$ cat src/rtl/ladybug_rom_pkg.sv
// Shared types and constants for the Lady Bug ROM download loader.
package ladybug_rom_pkg;

  localparam int REGION_NUM = 11;

  // Destination regions, in write-enable bit order.
  typedef enum logic [3:0] {
    RG_CPU0,
    RG_CPU1,
    RG_CPU2,
    RG_SPR_L,
    RG_SPR_H,
    RG_CHR_L,
    RG_CHR_H,
    RG_LU,
    RG_RGB,
    RG_CTRL_LU,
    RG_DECRYPT
  } region_e;

  // Byte count that makes each region complete.
  localparam int REGION_SIZE [REGION_NUM] = '{
    8192, 8192, 8192, 4096, 4096, 4096, 4096, 32, 32, 32, 256
  };

  // Width of the region-relative address for each region.
  localparam int REGION_AW [REGION_NUM] = '{
    13, 13, 13, 12, 12, 12, 12, 5, 5, 5, 8
  };

  typedef enum logic [2:0] {
    IDLE,
    LOAD,
    CHECK,
    HOLD,
    RUN
  } state_e;

  // One-hot write-enable pattern for a region.
  function automatic logic [REGION_NUM-1:0] region_bit(region_e r);
    return REGION_NUM'(1) << r;
  endfunction

  // Mask keeping only the offset bits a region actually uses.
  function automatic logic [12:0] offset_mask(region_e r);
    return 13'((32'd1 << REGION_AW[r]) - 32'd1);
  endfunction

endpackage

$ cat src/rtl/ladybug_rom_decode.sv
// Combinational decode of a download byte address into its ROM region.
module ladybug_rom_decode
  import ladybug_rom_pkg::*;
(
  input  logic [24:0]           addr,
  output logic [REGION_NUM-1:0] region_oh,
  output logic [12:0]           offset,
  output logic                  in_map
);

  logic [11:0] bank;
  region_e     region;

  assign bank = addr[24:13];

  // Pick the region from the 8K bank and sub-fields; anything unlisted is out of map.
  always_comb begin
    region = RG_CPU0;
    in_map = 1'b1;
    case (bank)
      12'd0: region = RG_CPU0;
      12'd1: region = RG_CPU1;
      12'd2: region = RG_CPU2;
      12'd3: region = addr[12] ? RG_SPR_H : RG_SPR_L;
      12'd4: region = addr[12] ? RG_CHR_H : RG_CHR_L;
      12'd5: begin
        if (addr[12:5] == 8'd0) begin
          region = RG_LU;
        end else if (addr[12:5] == 8'd1) begin
          region = RG_RGB;
        end else if (addr[12:5] == 8'd2) begin
          region = RG_CTRL_LU;
        end else if (addr[12:8] == 5'd1) begin
          region = RG_DECRYPT;
        end else begin
          in_map = 1'b0;
        end
      end
      default: in_map = 1'b0;
    endcase
    region_oh = in_map ? region_bit(region) : '0;
    offset    = in_map ? (addr[12:0] & offset_mask(region)) : '0;
  end

endmodule

$ cat src/rtl/ladybug_rom_loader.sv
// Routes the data_io ROM download into the Lady Bug ROM/PROM dprams, verifies
// that every region was filled and keeps the machine in reset until it was.
module ladybug_rom_loader
  import ladybug_rom_pkg::*;
#(
  parameter logic [7:0] ROM_INDEX   = 8'd0,
  parameter int         HOLD_CYCLES = 16
) (
  input  logic                  clk_i,
  input  logic                  res_n_i,
  input  logic                  ioctl_download_i,
  input  logic [7:0]            ioctl_index_i,
  input  logic                  ioctl_wr_i,
  input  logic [24:0]           ioctl_addr_i,
  input  logic [7:0]            ioctl_dout_i,
  output logic [12:0]           wr_addr_o,
  output logic [7:0]            wr_data_o,
  output logic [REGION_NUM-1:0] we_o,
  output logic                  load_done_o,
  output logic                  load_err_o,
  output logic [15:0]           checksum_o,
  output logic                  core_reset_n_o
);

  localparam logic [15:0] HOLD_LAST = 16'(HOLD_CYCLES - 1);

  state_e                state;
  logic                  download_q;
  logic [15:0]           hold_cnt;
  logic [13:0]           cnt [REGION_NUM];
  logic                  all_full;
  logic                  index_match;
  logic                  start;
  logic                  enter_load;
  logic                  accept;
  logic [REGION_NUM-1:0] dec_oh;
  logic [12:0]           dec_offset;
  logic                  dec_in_map;

  ladybug_rom_decode u_decode (
    .addr      (ioctl_addr_i),
    .region_oh (dec_oh),
    .offset    (dec_offset),
    .in_map    (dec_in_map)
  );

  assign index_match = (ioctl_index_i == ROM_INDEX);
  assign start       = ioctl_download_i & ~download_q & index_match;
  assign enter_load  = start & ((state == IDLE) | (state == RUN));
  assign accept      = ioctl_wr_i & ioctl_download_i & index_match & (state == LOAD);

  // Remember the previous download level to find its edges.
  always_ff @(posedge clk_i or negedge res_n_i) begin
    if (!res_n_i) begin
      download_q <= 1'b0;
    end else begin
      download_q <= ioctl_download_i;
    end
  end

  // Register the decoded write so the dpram sees a clean one-cycle strobe.
  always_ff @(posedge clk_i or negedge res_n_i) begin
    if (!res_n_i) begin
      we_o      <= '0;
      wr_addr_o <= '0;
      wr_data_o <= '0;
    end else begin
      we_o <= (accept & dec_in_map) ? dec_oh : '0;
      if (accept & dec_in_map) begin
        wr_addr_o <= dec_offset;
        wr_data_o <= ioctl_dout_i;
      end
    end
  end

  // Per-region byte counters, saturating at the region size.
  always_ff @(posedge clk_i or negedge res_n_i) begin
    if (!res_n_i) begin
      for (int i = 0; i < REGION_NUM; i++) cnt[i] <= '0;
    end else if (enter_load) begin
      for (int i = 0; i < REGION_NUM; i++) cnt[i] <= '0;
    end else if (accept) begin
      for (int i = 0; i < REGION_NUM; i++) begin
        if (dec_oh[i] && (cnt[i] != 14'(REGION_SIZE[i]))) cnt[i] <= cnt[i] + 14'd1;
      end
    end
  end

  // A load is complete only when every region reached its size.
  always_comb begin
    all_full = 1'b1;
    for (int i = 0; i < REGION_NUM; i++) begin
      if (cnt[i] != 14'(REGION_SIZE[i])) all_full = 1'b0;
    end
  end

  // Running sum of every in-map byte of the current download.
  always_ff @(posedge clk_i or negedge res_n_i) begin
    if (!res_n_i) begin
      checksum_o <= '0;
    end else if (enter_load) begin
      checksum_o <= '0;
    end else if (accept & dec_in_map) begin
      checksum_o <= checksum_o + {8'h00, ioctl_dout_i};
    end
  end

  // Load sequencing: collect, verify, hold the machine in reset, then release it.
  always_ff @(posedge clk_i or negedge res_n_i) begin
    if (!res_n_i) begin
      state          <= IDLE;
      hold_cnt       <= '0;
      load_done_o    <= 1'b0;
      load_err_o     <= 1'b0;
      core_reset_n_o <= 1'b0;
    end else begin
      case (state)
        IDLE: begin
          if (enter_load) begin
            state       <= LOAD;
            load_done_o <= 1'b0;
            load_err_o  <= 1'b0;
          end
        end
        LOAD: begin
          if (accept && !dec_in_map) load_err_o <= 1'b1;
          if (!ioctl_download_i) state <= CHECK;
        end
        CHECK: begin
          if (all_full && !load_err_o) begin
            load_done_o <= 1'b1;
            hold_cnt    <= '0;
            state       <= HOLD;
          end else begin
            load_err_o <= 1'b1;
            state      <= IDLE;
          end
        end
        HOLD: begin
          if (hold_cnt == HOLD_LAST) begin
            core_reset_n_o <= 1'b1;
            state          <= RUN;
          end else begin
            hold_cnt <= hold_cnt + 16'd1;
          end
        end
        RUN: begin
          if (enter_load) begin
            core_reset_n_o <= 1'b0;
            load_done_o    <= 1'b0;
            load_err_o     <= 1'b0;
            state          <= LOAD;
          end
        end
        default: state <= IDLE;
      endcase
    end
  end

endmodule

$ cat config.mk
export PLATFORM = sky130hd
export DESIGN_NAME = ladybug_rom_loader
export DESIGN_NICKNAME = d
export VERILOG_FILES = /design/src/rtl/ladybug_rom_pkg.sv /design/src/rtl/ladybug_rom_decode.sv /design/src/rtl/ladybug_rom_loader.sv
export SDC_FILE = /design/constraint.sdc
export NUM_CORES = 1
export LEC_CHECK = 0
export CORE_ASPECT_RATIO = 1.4
export CORE_MARGIN = 4
export CORE_UTILIZATION = 50
export CTS_CLUSTER_DIAMETER = 100
export DETAILED_ROUTE_END_ITERATION = 8
export PLACE_DENSITY = 0.7
export SETUP_SLACK_MARGIN = 0.3
export SYNTH_ARGS = -nofsm -noshare
export SYNTH_HDL_FRONTEND = slang
export SYNTH_SLANG_ARGS = --single-unit
$ cat constraint.sdc
create_clock -name clk_i -period 7.65 [get_ports clk_i]
set_input_delay 1.1475 -clock clk_i [delete_from_list [all_inputs] [get_ports clk_i]]
set_output_delay 1.1475 -clock clk_i [all_outputs]
set_load 0.05 [all_outputs]
==> impl_metrics.tcl <==
set metrics [dict create \
    clock-root-buffer "clkbuf_16" \
    grt_max_degree 109 \
    hold_class "flop to flop" \
    ys_types 58 \
    final_nets 1548 \
    cts_max_path_buffers 3 \
    hold_buffers 0 \
    cp.buffers_inverters 1 \
    design_area_um2 14500 \
    finalSetupViolations 0 \
    drc_errors 0 \
    antenna_cells 0 \
    clkLatencyLatePin_ns 0.52 \
    cpPeakStageDelay_ns 0.62 \
    clk_pin_slew_worst_paths_ns 0.06 \
    grt.busiest_layer "met2" \
    synth.yosys.warnings 0 \
    cts_setup_buffers 0 \
    most-common-layout-cells "225 x dfrtp_1, 158 x nand2_1, 101 x nor2_1" \
    fmax_mhz 213 \
    slew_headroom_pct 34.2 \
    syn_avg_cell_area_um2 8.92 \
    leakagePower_nw 6.09 \
    track_usage_pct 22.0 \
    synth_top_cell_area_share_pct 45.0 \
    cap_violations 0 \
    met2_usage_pct 37.8 \
    antenna_left 0 \
    crit_start "ioctl_addr_i[12]" \
    cts_buffers 24 \
    reg2reg_slack_ns 4.15 \
    start_util_pct 50.7 \
    die_w_um 142 \
    place_area_um2 13700 \
    io_buffers 95 \
    routedWlPerCell_um 17.2 \
    layout-drive-gt1-share_pct 4.38 \
    h-tree-depth 1 \
    hold_path.startpoint "wr_data_o[4]" \
    r2r_end "cnt[149]" \
    cp_slowest_cell "or4_1" \
    arrival_ns 5.14 \
    critPathMaxFanout 15 \
    final_common_cell "dfrtp_1" \
    grt_pass1_wl_mm 51.3 \
    critical_path_depth 10 \
    tritoncts "done" \
    synth.largest_area_cell "dfrtp_1" \
    fin_crit_ns 4.69 \
    routed_via_density 5.99 \
    drt_iter0_drc 686 \
    final-hold-violation-count 0 \
    p_per_area_nw_per_um2 172 \
    r2r_cells 6 \
    worstMarginPinSlew_ns 0.986 \
    die-area_um2 27600 \
    crit_end "cnt[48]" \
    grtUsageMet1_pct 28.6 \
    grt_overflow_total 0 \
    ctsResizeCount 0 \
    slew_violations 0 \
    worst_slack_ns 2.96 \
    crit_required_ns 8.10 \
    cp-end-kind "flop" \
    dpl.hpwl_mm 21.3 \
    core-area_um2 24700 \
    use_met3_pct 4.14 \
    wirelength_mm 30.9 \
    synth_seq_cells 225 \
    dp_slack_ns 2.48 \
    synthFlopType "dfrtp_1" \
    ir_drop_v 0.000151 \
    syn_to_final_growth_pct 16.0 \
    r2r-start "state[0]" \
    die_height_um 195 \
    synth_edf_count 0 \
    globalplace.congestion 0.895 \
    synthArstFlopShare_pct 100 \
    status "finished, final reports clean" \
    rows 68 \
    start_kind "input pin" \
    fin_crit_sh_pct 61.2 \
    cts_sinks 225 \
    grt_pass1_vias 10300 \
    via_count 10800 \
    crit_type "input pin to flop" \
    antenna_found_initial 0 \
    drtPass1Iterations 5 \
    crit_chain "clkdlybuf4s50_1 > or4_1 > o311ai_0 > nand3_1 > nor2_1 > ha_1 > and4_1 > nand2_1 > or4_1 > nand2_1" \
    synthCells 1401 \
    synthTopCellsByArea "dfrtp_1 45%, nand2_1 4.7%, ha_1 3.5%" \
    clock_skew_ns 0.0106 \
    yosysSeqAreaShare_pct 45.0 \
    rsz0062_at_grt "false" \
    path_delay_family "simple AND/OR/NAND/NOR gates" \
    finalSetupTns_ns 0 \
    syn-cell-area_um2 12500 \
    io_pins 96 \
]
==> stage by stage <==
stage               util, %  hold WS (ns)  total power, mW  std cells
global route           58.8         0.498             2.57       1800
finish                 58.8         0.466             2.49       1800
detailed placement     55.5         0.456             1.31       1756
global placement       55.5         0.449             1.31       1756
CTS                    58.8         0.470             2.51       1800
floorplan                 -         0.446             1.25       1402
==> state kept, by name, summed over array words and instances, names as in the netlist <==
signal	count
state	3
load_done_o	1
we_o	11
checksum_o	16
wr_data_o	8
hold_cnt	16
load_err_o	1
cnt	154
download_q	1
wr_addr_o	13
core_reset_n_o	1
==> cell usage after synthesis, types with 21 or more instances <==
master      n
and3_1     25
o31ai_1    25
inv_1      58
clkbuf_1   57
ha_1       35
dfrtp_1   225
a21oi_1    84
nand4_1    69
or4_1      51
nand3_1    79
xor2_1     25
xnor2_1    42
nor2_1    101
mux2i_1    21
o21ai_0    76
nand2_1   158
nor3_1     40
or3_1      43
nor4_1     34
==> report_power, final <==
part | internal, mW | switching [mW]
sequential | 1.19 | 0.00372
clock | 0.717 | 0.488
combinational | 0.0360 | 0.0526
==> layer usage <==
| metal | wire length [um] | vias to the layer above |
|---|---|---|
| met5 | 0 | - |
| met4 | 652 | 0 |
| met3 | 1920 | 52 |
| met2 | 15100 | 274 |
| met1 | 13200 | 5203 |
| li1 | - | 5252 |
==> layout make-up <==
class / count / area [um^2]
multi-input cells: 1052 / 6410
inverters: 58 / 218
clock buffers: 36 / 717
repair buffers: 106 / 1040
well taps: 315 / 394
clock inverters: 8 / 96.3
fillers: 2170 / 10200
flip-flops and latches: 225 / 5630
==> cells by family after synthesis <==
group	synth area share (%)
flip-flops	45.0
AO/OA/AOI/OAI	11.3
multiplexers	1.86
other	0.0300
AND/OR/NAND/NOR	29.6
XOR/XNOR	4.69
buffers and inverters	3.88
adder cells (fa/ha/maj)	3.66
==> worst min path at each step <==
| stage | end | slack [ns] | cells past startpoint |
|---|---|---|---|
| 2_1_floorplan | cnt[83] | 0.45 | 1 |
| 3_3_place_gp | wr_data_o[2] | 0.45 | 2 |
| 3_5_place_dp | wr_data_o[2] | 0.46 | 2 |
| 4_1_cts | wr_data_o[4] | 0.47 | 2 |
| 5_1_grt | cnt[83] | 0.50 | 1 |
| 6_report | wr_data_o[4] | 0.47 | 2 |
==> worst min-delay path: stages (launching register included) <==
cell and delay, ns:
dfrtp_1 0.34, nand2_1 0.05, nand2_1 0.04
Power figures use the tool's default switching activity.
